==> src/rtl/dot_matrix_pkg.sv <==
// Shared types and sizing helpers for the 8x8 dot-matrix row-scan controller.
package dot_matrix_pkg;

    typedef enum logic [1:0] {
        IDLE  = 2'd0,
        BLANK = 2'd1,
        DRIVE = 2'd2
    } scan_state_t;

    localparam int DEF_ROWS = 8;
    localparam int DEF_COLS = 8;
    localparam int BRIGHT_W = 3;

    // Index width for n entries, never below one bit.
    function automatic int row_w(input int n);
        return (n <= 2) ? 1 : $clog2(n);
    endfunction

endpackage

==> src/rtl/dot_matrix_frame_buf.sv <==
// Double-buffered ROWSxCOLS frame store: one write port into the back bank,
// one combinational read port from the front bank, bank roles flip on swap.
module dot_matrix_frame_buf
    import dot_matrix_pkg::*;
#(
    parameter int ROWS  = DEF_ROWS,
    parameter int COLS  = DEF_COLS,
    parameter int ROW_W = row_w(ROWS)
) (
    input  logic             clk,
    input  logic             rst,
    input  logic             wr_en,
    input  logic [ROW_W-1:0] wr_row,
    input  logic [COLS-1:0]  wr_data,
    input  logic             swap,
    input  logic [ROW_W-1:0] rd_row,
    output logic [COLS-1:0]  rd_data
);

    logic             front_sel_reg;
    logic [COLS-1:0]  bank0_rd [ROWS];
    logic [COLS-1:0]  bank1_rd [ROWS];

    always_ff @(posedge clk or posedge rst) begin
        if (rst) begin
            front_sel_reg <= 1'b0;
        end else if (swap) begin
            front_sel_reg <= ~front_sel_reg;
        end
    end

    // The write targets whichever bank is back before this edge, so a write
    // coincident with a swap lands in the bank that becomes front.
    // Out-of-range row addresses match no row and are dropped.
    generate
        for (genvar gi = 0; gi < ROWS; gi++) begin : g_row
            logic [COLS-1:0] b0_reg;
            logic [COLS-1:0] b1_reg;
            logic            hit;

            assign hit = wr_en && (wr_row == ROW_W'(gi));

            always_ff @(posedge clk or posedge rst) begin
                if (rst) begin
                    b0_reg <= '0;
                    b1_reg <= '0;
                end else if (hit) begin
                    if (front_sel_reg) begin
                        b0_reg <= wr_data;
                    end else begin
                        b1_reg <= wr_data;
                    end
                end
            end

            assign bank0_rd[gi] = b0_reg;
            assign bank1_rd[gi] = b1_reg;
        end
    endgenerate

    assign rd_data = front_sel_reg ? bank1_rd[rd_row] : bank0_rd[rd_row];

endmodule

==> src/rtl/dot_matrix_scan_ctrl.sv <==
// Row-scan sequencer for the LED dot matrix with a tear-free double-buffered frame.
// Define DOT_MATRIX_BRIGHTNESS_EN to add a brightness input that PWM-gates the columns.
module dot_matrix_scan_ctrl
    import dot_matrix_pkg::*;
#(
    parameter int ROWS           = DEF_ROWS,
    parameter int COLS           = DEF_COLS,
    parameter int DRIVE_TICKS    = 4,
    parameter bit ROW_ACTIVE_LOW = 1'b1,
    parameter bit COL_ACTIVE_LOW = 1'b0,
    parameter int ROW_W          = row_w(ROWS)
) (
    input  logic                clk,
    input  logic                rst,
    input  logic                scan_tick,
    input  logic                en,
    input  logic                wr_en,
    input  logic [ROW_W-1:0]    wr_row,
    input  logic [COLS-1:0]     wr_data,
    input  logic                swap_req,
`ifdef DOT_MATRIX_BRIGHTNESS_EN
    input  logic [BRIGHT_W-1:0] brightness,
`endif
    output logic                swap_ack,
    output logic [ROWS-1:0]     row_out,
    output logic [COLS-1:0]     col_out,
    output logic                frame_start
);

    localparam int TICK_W = row_w(DRIVE_TICKS);
    localparam logic [TICK_W-1:0] TICK_LAST = TICK_W'(DRIVE_TICKS - 1);
    localparam logic [ROW_W-1:0]  ROW_LAST  = ROW_W'(ROWS - 1);
    localparam logic [ROWS-1:0]   ROW_INACT = ROW_ACTIVE_LOW ? {ROWS{1'b1}} : {ROWS{1'b0}};
    localparam logic [COLS-1:0]   COL_INACT = COL_ACTIVE_LOW ? {COLS{1'b1}} : {COLS{1'b0}};

    scan_state_t        state_reg, state_next;
    logic [ROW_W-1:0]   row_idx_reg, row_idx_next;
    logic [TICK_W-1:0]  tick_cnt_reg, tick_cnt_next;
    logic [ROWS-1:0]    row_out_reg, row_out_next;
    logic [COLS-1:0]    col_out_reg, col_out_next;
    logic               swap_ack_reg, swap_ack_next;
    logic               frame_start_reg, frame_start_next;

    logic               swap_now;
    logic               drive_now;
    logic               col_lit;
    logic [ROWS-1:0]    row_sel;
    logic [COLS-1:0]    front_data;

    dot_matrix_frame_buf #(
        .ROWS  (ROWS),
        .COLS  (COLS),
        .ROW_W (ROW_W)
    ) u_frame_buf (
        .clk     (clk),
        .rst     (rst),
        .wr_en   (wr_en),
        .wr_row  (wr_row),
        .wr_data (wr_data),
        .swap    (swap_now),
        .rd_row  (row_idx_reg),
        .rd_data (front_data)
    );

    generate
        for (genvar gi = 0; gi < ROWS; gi++) begin : g_row_sel
            assign row_sel[gi] = (row_idx_reg == ROW_W'(gi));
        end
    endgenerate

`ifdef DOT_MATRIX_BRIGHTNESS_EN
    logic [BRIGHT_W-1:0] pwm_cnt_reg;
    logic [BRIGHT_W-1:0] pwm_cnt_next;

    assign pwm_cnt_next = pwm_cnt_reg + 1'b1;
    // Gate against the count the output register will sit alongside.
    assign col_lit      = (pwm_cnt_next <= brightness);

    always_ff @(posedge clk or posedge rst) begin
        if (rst) begin
            pwm_cnt_reg <= '0;
        end else begin
            pwm_cnt_reg <= pwm_cnt_next;
        end
    end
`else
    assign col_lit = 1'b1;
`endif

    always_comb begin
        state_next       = state_reg;
        row_idx_next     = row_idx_reg;
        tick_cnt_next    = tick_cnt_reg;
        frame_start_next = 1'b0;
        drive_now        = 1'b0;
        // The IDLE swap waits for the previous ack to clear, so the requester sees it.
        swap_now         = (state_reg == IDLE) && swap_req && !swap_ack_reg;

        if (!en) begin
            state_next    = IDLE;
            row_idx_next  = '0;
            tick_cnt_next = '0;
        end else begin
            unique case (state_reg)
                IDLE: begin
                    state_next = BLANK;
                end
                BLANK: begin
                    if (scan_tick) begin
                        state_next       = DRIVE;
                        tick_cnt_next    = '0;
                        drive_now        = 1'b1;
                        frame_start_next = (row_idx_reg == '0);
                    end
                end
                DRIVE: begin
                    drive_now = 1'b1;
                    if (scan_tick) begin
                        if (tick_cnt_reg == TICK_LAST) begin
                            state_next    = BLANK;
                            tick_cnt_next = '0;
                            drive_now     = 1'b0;
                            if (row_idx_reg == ROW_LAST) begin
                                row_idx_next = '0;
                                swap_now     = swap_req;
                            end else begin
                                row_idx_next = row_idx_reg + 1'b1;
                            end
                        end else begin
                            tick_cnt_next = tick_cnt_reg + 1'b1;
                        end
                    end
                end
                default: begin
                    state_next = IDLE;
                end
            endcase
        end

        swap_ack_next = swap_now;
        row_out_next  = ROW_INACT;
        col_out_next  = COL_INACT;
        if (drive_now) begin
            row_out_next = row_sel ^ ROW_INACT;
            col_out_next = col_lit ? (front_data ^ COL_INACT) : COL_INACT;
        end
    end

    always_ff @(posedge clk or posedge rst) begin
        if (rst) begin
            state_reg       <= IDLE;
            row_idx_reg     <= '0;
            tick_cnt_reg    <= '0;
            row_out_reg     <= ROW_INACT;
            col_out_reg     <= COL_INACT;
            swap_ack_reg    <= 1'b0;
            frame_start_reg <= 1'b0;
        end else begin
            state_reg       <= state_next;
            row_idx_reg     <= row_idx_next;
            tick_cnt_reg    <= tick_cnt_next;
            row_out_reg     <= row_out_next;
            col_out_reg     <= col_out_next;
            swap_ack_reg    <= swap_ack_next;
            frame_start_reg <= frame_start_next;
        end
    end

    assign row_out     = row_out_reg;
    assign col_out     = col_out_reg;
    assign swap_ack    = swap_ack_reg;
    assign frame_start = frame_start_reg;

endmodule

==> config.mk <==
export PLATFORM = sky130hd
export DESIGN_NAME = dot_matrix_scan_ctrl
export DESIGN_NICKNAME = d
export VERILOG_FILES = /design/src/rtl/dot_matrix_pkg.sv /design/src/rtl/dot_matrix_frame_buf.sv /design/src/rtl/dot_matrix_scan_ctrl.sv
export SDC_FILE = /design/constraint.sdc
export NUM_CORES = 1
export LEC_CHECK = 0
export CAP_MARGIN = 5
export CORE_ASPECT_RATIO = 0.7
export CORE_MARGIN = 1
export CORE_UTILIZATION = 60
export DETAILED_ROUTE_END_ITERATION = 8
export GPL_ROUTABILITY_DRIVEN = 0
export GPL_TIMING_DRIVEN = 0
export PLACE_DENSITY = 0.8
export SYNTH_ARGS = -nofsm -noshare
export SYNTH_HDL_FRONTEND = slang
export SYNTH_SLANG_ARGS = --single-unit
==> constraint.sdc <==
create_clock -name clk -period 7.4 [get_ports clk]
set_clock_uncertainty 0.15 [all_clocks]
set_input_delay 1.48 -clock clk [delete_from_list [all_inputs] [get_ports clk]]
set_output_delay 1.48 -clock clk [all_outputs]
set_load 0.01 [all_outputs]
==> metrics.md, run 1 <==
| Metric | Value |
|---|---|
| CP Max Fanout | `8` |
| Die H | `92.11 um` |
| Placed Area | `7523 um2` |
| Core ar. | `11170 um2` |
| Final setup fails | `0` |
| Pre-antenna DRT Iters | `5` |
| Clock sink total | `154` |
| Max IR drop VDD | `201.7 uV` |
| Final Total Pwr | `2.908 mW` |
| Via count | `4138` |
| Async SR Flop Fraction | `1.000` |
| Cts repair resizes | `0` |
| RSZ-0062 raised after global routing | `no` |
| R2R cell count | `6` |
| Flops & latches, synth | `154` |
| Final hold vios | `0` |
| CP arrival | `3.45 ns` |
| Fin nets | `536` |
| Run status | `finished clean` |
| GR Overflow Total | `0` |
| Post-DP HPWL | `10.22 mm` |
| Max_slew headroom | `0.4929` |
| Top achievable clock speed | `304.1 MHz` |
| Worst Hold Class | `reg -> reg` |
| Crit Path Class | `in -> reg` |
| Worst Setup SP | `scan_tick` |
| Setup crit end | `col_out[3]$_DFF_PP0_` |
| Yosys warning total | `0` |
| Fill cell count | `703` |
| TritonCTS clock tree | `done` |
| IO buf count | `34` |
| Cells after Synth | `455` |
| Distinct cells, synth | `36` |
| Antenna violations before repair | `0` |
| Total GRT Usage | `0.3046` |
| Syn Std Cell Area | `6959 um2` |
| Fin crit period | `3.289 ns` |
| Boundary pin count | `35` |
| Worst Setup End Kind | `register` |
| Via density | `6.130` |
| PwrDens | `358.4 nW/um2` |
| Area added between synthesis and finish | `16.59%` |
| WL final | `16.09 mm` |
| Initial DRC Count | `335` |
| Crit share post-route | `0.4444` |
| WL per Instance | `23.84 um` |
| Final Util | `0.7264` |
| Num CTS Buffers | `17` |
| DRC viols | `0` |
| Post-CTS setup buffers | `0` |
| Die area | `12040 um2` |
| First-pass GRT wire length | `25.67 mm` |
| Row count | `32` |
| Post-synth EDFFs | `0` |
| Reg clk slew, reported paths | `0.07 ns` |
| Starting density of the core | `0.6230` |
| Worst Tran Pin Value | `0.7598 ns` |
| Root buffer cell | `clkbuf_16` |
| Clock buffer depth | `2` |
| Ant diodes | `0` |
| Total of max-cap violations | `0` |
| CP Launch Type | `input port` |
| Design area | `8114 um2` |
| Req. time, crit path | `7.57 ns` |
| # hold bufs at CTS | `0` |
| Largest net degree at the start of global routing | `95` |
| Vias in the first global route | `4456` |
| Share of layout cells above drive strength 1 | `0.4119` |
| R2R Path Start | `state_reg[0]$_DFFE_PP0P_` |
| Top_reg_cell synth | `dfrtp_1` |
| Mean post-synth cell area | `15.29 um2` |
| Reg2reg end | `col_out[3]$_DFF_PP0_` |
| Fin. max-slew vios | `0` |
| Die width | `130.7 um` |
| Later-pin clock latency in the skew report | `0.43 ns` |
| Post-synth net total | `482` |
| R2R setup slack | `4.91 ns` |
| P_leak | `3.499 nW` |
| Detail Route Antenna Nets | `0` |
| H-tree depth | `4` |
| Seq/Total Area, Yosys | `0.5552` |
## stage by stage
| stage | std cells | setup slack, ns | hold WS, ns | setup TNS, ns |
|---|---|---|---|---|
| floorplan | 455 | 1.633 | 0.3032 | 0 |
| global placement | 642 | -0.1252 | 0.3150 | -16.30 |
| detailed placement | 643 | 3.709 | 0.3310 | 0 |
| CTS | 675 | 4.196 | 0.3454 | 0 |
| global route | 675 | 3.994 | 0.3553 | 0 |
| finish | 675 | 4.111 | 0.3396 | 0 |
## report_power, final
| group | internal [mW] | switching, mW |
|---|---|---|
| Sequential | 1.20 | 0.192 |
| Clock | 0.505 | 0.374 |
| Combinational | 0.418 | 0.219 |
## cell families (layout without fill, tap and decap cells)
family,after synthesis,count (layout),share of synthesized area
DFF,154,154,0.5552
and+or+nand+nor,60,60,0.05106
muxes,177,177,0.3315
adders and majority gates,10,10,0.01798
xor gates and xnor gates,2,2,0.002518
AOI/OAI and AO/OA,20,20,0.01852
buffers and inverters,32,99,0.02319
## synth_stat cells, drive strengths merged (9+ instances only)
cell,instances,area [um2]
mux2i,19,190.2
ha,10,125.1
nor2,14,75.07
mux2,128,1441
mux4,30,675.7
buf,17,105.1
o22ai,9,56.30
nand2,12,45.04
dfrtp,146,3654
## critical path, stage by stage
cell and delay (ns):
clkdlybuf4s50_1 0.53, a21boi_0 0.32, o211a_1 0.38, nand2_1 0.37, o22ai_1 0.38
## cells in the final DEF (no fill, tap or decap), drive strengths merged, types with 4 or more instances in the layout
master / n
clkinv: 4
clkdlybuf4s50: 34
mux2: 128
ha: 10
dfrtp: 146
o22ai: 9
nor2: 14
and2: 6
buf: 18
nand3: 8
mux4: 30
nand2b: 8
nand2: 12
mux2i: 19
clkbuf: 26
dfstp: 8
nor2b: 6
inv: 13
## cell type report
cell class | count | area, um2 | area share
multi-input cells | 269 | 2934 | 0.3616
plain buffers | 25 | 135.1 | 0.01665
repair buffers | 35 | 367.9 | 0.04534
clock inverters | 14 | 161.4 | 0.01989
well taps | 153 | 191.4 | 0.02359
clock buffers | 18 | 429.2 | 0.05289
flip-flops and latches | 154 | 3864 | 0.4762
inverters | 7 | 31.28 | 0.003855
## per-layer routing
| metal | global-route usage | up-vias | part of all wire | wire length (um) |
|---|---|---|---|---|
| met5 | 0 | - | 0 | 0 |
| met4 | 0.1044 | 0 | 0.021 | 343 |
| met3 | 0.08985 | 36 | 0.066 | 1060 |
| met2 | 0.4484 | 143 | 0.47 | 7485 |
| met1 | 0.4333 | 2172 | 0.45 | 7205 |
| li1 | - | 1787 | - | - |
## how the worst min path moves through the flow
stage,start,cells after the start,to,slack [ns]
floorplan,u_frame_buf.g_row[5].b1_reg[0]$_DFFE_PP0P_,1,u_frame_buf.g_row[5].b1_reg[0]$_DFFE_PP0P_,0.30
global placement,u_frame_buf.g_row[5].b1_reg[7]$_DFFE_PP0P_,1,u_frame_buf.g_row[5].b1_reg[7]$_DFFE_PP0P_,0.31
detailed placement,u_frame_buf.g_row[4].b1_reg[2]$_DFFE_PP0P_,1,u_frame_buf.g_row[4].b1_reg[2]$_DFFE_PP0P_,0.33
CTS,u_frame_buf.g_row[4].b1_reg[2]$_DFFE_PP0P_,1,u_frame_buf.g_row[4].b1_reg[2]$_DFFE_PP0P_,0.35
global route,u_frame_buf.g_row[2].b0_reg[1]$_DFFE_PP0P_,1,u_frame_buf.g_row[2].b0_reg[1]$_DFFE_PP0P_,0.36
finish,u_frame_buf.g_row[2].b0_reg[1]$_DFFE_PP0P_,1,u_frame_buf.g_row[2].b0_reg[1]$_DFFE_PP0P_,0.34
(Power assumes the default switching activity.)
==> run 2, diff against run 1 <==
Clock period 7.4 ns to 3.4 ns, I/O delays scaled along.
==> metrics.md, run 2 (same netlist as run 1, synthesis figures left out) <==
| Metric | Value |
|---|---|
| Run status | `finished clean (unchanged)` |
| Detail Route Antenna Nets | `0 (unchanged)` |
| Root buffer cell | `clkbuf_16 (unchanged)` |
| Starting density of the core | `0.6230 (unchanged)` |
| Crit share post-route | `0.7277` |
| Clock sink total | `154 (unchanged)` |
| Pre-antenna DRT Iters | `4 (was 5)` |
| Fin crit period | `2.474 ns` |
| RSZ-0062 raised after global routing | `no (unchanged)` |
| R2R setup slack | `0.95 ns (was 4.91 ns)` |
| CP Max Fanout | `8 (unchanged)` |
| Net Sw Frac | `0.2643 (was 0.2698)` |
| Die H | `92.11 um (unchanged)` |
| Final Util | `0.7351 (was 0.7264)` |
| Reg2reg end | `col_out[3]$_DFF_PP0_ (unchanged)` |
| Crit Path Class | `in -> reg (unchanged)` |
| Final Total Pwr | `6.489 mW (was 2.908 mW)` |
| Share of layout cells above drive strength 1 | `0.4171 (was 0.4119)` |
| Ant diodes | `0 (unchanged)` |
| Setup crit end | `col_out[3]$_DFF_PP0_ (unchanged)` |
| Reg clk slew, reported paths | `0.06 ns (was 0.07 ns)` |
| Total GRT Usage | `0.3100 (was 0.3046)` |
| Largest net degree at the start of global routing | `44 (was 95)` |
| Most frequent cells in the layout | `dfrtp_1 (146), mux2_2 (113), clkdlybuf4s50_1 (34) (unchanged)` |
| Finished Layout Cells | `678 (was 675)` |
| TritonCTS clock tree | `done (unchanged)` |
| Boundary pin count | `35 (unchanged)` |
| Post-DP HPWL | `10.33 mm (was 10.22 mm)` |
| Initial DRC Count | `285 (was 335)` |
| Row count | `32 (unchanged)` |
| DRC viols | `0 (unchanged)` |
| WL final | `16.68 mm (was 16.09 mm)` |
| GR Overflow Total | `0 (unchanged)` |
| WL per Instance | `24.60 um (was 23.84 um)` |
| Fill cell count | `659 (was 703)` |
| Vias in the first global route | `4404 (was 4456)` |
| Later-pin clock latency in the skew report | `0.42 ns (was 0.43 ns)` |
| Area added between synthesis and finish | `18.00% (was 16.59%)` |
| Num CTS Buffers | `17 (unchanged)` |
| Commonest non-fill, non-tap cell in the layout | `dfrtp_1 (unchanged)` |
| Power share of the combinational group | `0.217 (was 0.219)` |
| R2R Path Start | `state_reg[0]$_DFFE_PP0P_ (unchanged)` |
| Worst Setup End Kind | `register (unchanged)` |
| # hold bufs at CTS | `0 (unchanged)` |
| Core ar. | `11170 um2 (unchanged)` |
| Final hold vios | `0 (unchanged)` |
| Total of max-cap violations | `0 (unchanged)` |
| Via density | `6.091 (was 6.130)` |
| Die area | `12040 um2 (unchanged)` |
| P_leak | `3.533 nW (was 3.499 nW)` |
| Req. time, crit path | `3.56 ns (was 7.57 ns)` |
| R2R cell count | `6 (unchanged)` |
| Clock buffer depth | `2 (unchanged)` |
| Top achievable clock speed | `404.2 MHz` |
| CP arrival | `2.63 ns (was 3.45 ns)` |
| IO buf count | `34 (unchanged)` |
| Fin nets | `539 (was 536)` |
| DP Cell Count | `646 (was 643)` |
| Fin. max-slew vios | `0 (unchanged)` |
| Net Switching | `1.715 mW (was 0.7847 mW)` |
| Cts repair resizes | `0 (unchanged)` |
| Worst Setup SP | `scan_tick (unchanged)` |
| Worst Tran Pin Value | `0.8368 ns (was 0.7598 ns)` |
| First-pass GRT wire length | `25.90 mm (was 25.67 mm)` |
| Max IR drop VDD | `497.0 uV (was 201.7 uV)` |
| Final setup fails | `0 (unchanged)` |
| Internal power | `4.774 mW (was 2.123 mW)` |
| Clk pwr share | `0.316 (was 0.302)` |
| Max_slew headroom | `0.4415 (was 0.4929)` |
| Post-CTS setup buffers | `0 (unchanged)` |
| Sequential share of power | `0.467 (was 0.479)` |
| Antenna violations before repair | `1 (was 0)` |
| H-tree depth | `4 (unchanged)` |
| PwrDens | `790.3 nW/um2 (was 358.4 nW/um2)` |
| Worst Hold Class | `reg -> reg (unchanged)` |
| Die width | `130.7 um (unchanged)` |
| Via count | `4130 (was 4138)` |
| CP Launch Type | `input port (unchanged)` |
## run 2: changes by cell type in the layout (fill, tap and decap cells not counted), moves of 2 or more
cell        delta
clkinvlp_4     +3
buf_12         +4
clkinv_4       -2
bufinv_16      +2
## run 2: critical path, stage by stage
cell	delay, ns
clkdlybuf4s50_1	0.52
a21boi_0	0.31
o211a_1	0.38
nand2_1	0.37
o22ai_1	0.37
## run 2: cell type report
class,count,area [um2],share of cell area
inverters,7,30.03,0.003657
plain buffers,25,135.1,0.01646
clock buffers,17,425.4,0.05181
clock inverters,15,211.5,0.02575
repair buffers,38,420.4,0.05120
well taps,153,191.4,0.02331
flip-flops and latches,154,3864,0.4705
multi-input cells,269,2934,0.3573
## run 2: how the worst min path moves through the flow
stage,from,to,slack (ns),depth (start not counted)
after floorplan,u_frame_buf.g_row[5].b1_reg[0]$_DFFE_PP0P_,u_frame_buf.g_row[5].b1_reg[0]$_DFFE_PP0P_,0.30,1
after global placement,u_frame_buf.g_row[5].b1_reg[7]$_DFFE_PP0P_,u_frame_buf.g_row[5].b1_reg[7]$_DFFE_PP0P_,0.32,1
after detailed placement,u_frame_buf.g_row[2].b0_reg[7]$_DFFE_PP0P_,u_frame_buf.g_row[2].b0_reg[7]$_DFFE_PP0P_,0.33,1
after CTS,u_frame_buf.g_row[2].b0_reg[7]$_DFFE_PP0P_,u_frame_buf.g_row[2].b0_reg[7]$_DFFE_PP0P_,0.34,1
after global routing,u_frame_buf.g_row[0].b0_reg[1]$_DFFE_PP0P_,u_frame_buf.g_row[0].b0_reg[1]$_DFFE_PP0P_,0.36,1
final,u_frame_buf.g_row[2].b0_reg[7]$_DFFE_PP0P_,u_frame_buf.g_row[2].b0_reg[7]$_DFFE_PP0P_,0.34,1
## run 2: power by group through the flow
stage          clock network, mW  logic [mW]  registers [mW]
2_1_floorplan                  0        1.13            2.90
3_3_place_gp                   0        1.30            2.97
3_5_place_dp                   0        1.39            3.03
4_1_cts                     2.06        1.42            3.02
5_1_grt                     2.14        1.52            3.11
6_report                    2.05        1.41            3.03
## run 2: stage by stage
step	setup slack [ns]	hold WS, ns	setup TNS, ns	area (um2)
6_report	0.9257	0.3380	0	8212
3_5_place_dp	0.5483	0.3281	0	7575
5_1_grt	0.6596	0.3558	0	8212
3_3_place_gp	-0.5544	0.3151	-78.85	7495
4_1_cts	0.9619	0.3414	0	8212
2_1_floorplan	0.6316	0.3032	0	6963
## run 2: layer usage
layer  wire length [um]  vias to the layer above  share of wire  track usage
met5                  0                        -              0            0
met1               7455                     2207           0.45       0.4484
met4                214                        0          0.013      0.09674
li1                   -                     1774              -            -
met3               1242                       17          0.074      0.09102
met2               7765                      132           0.47       0.4533
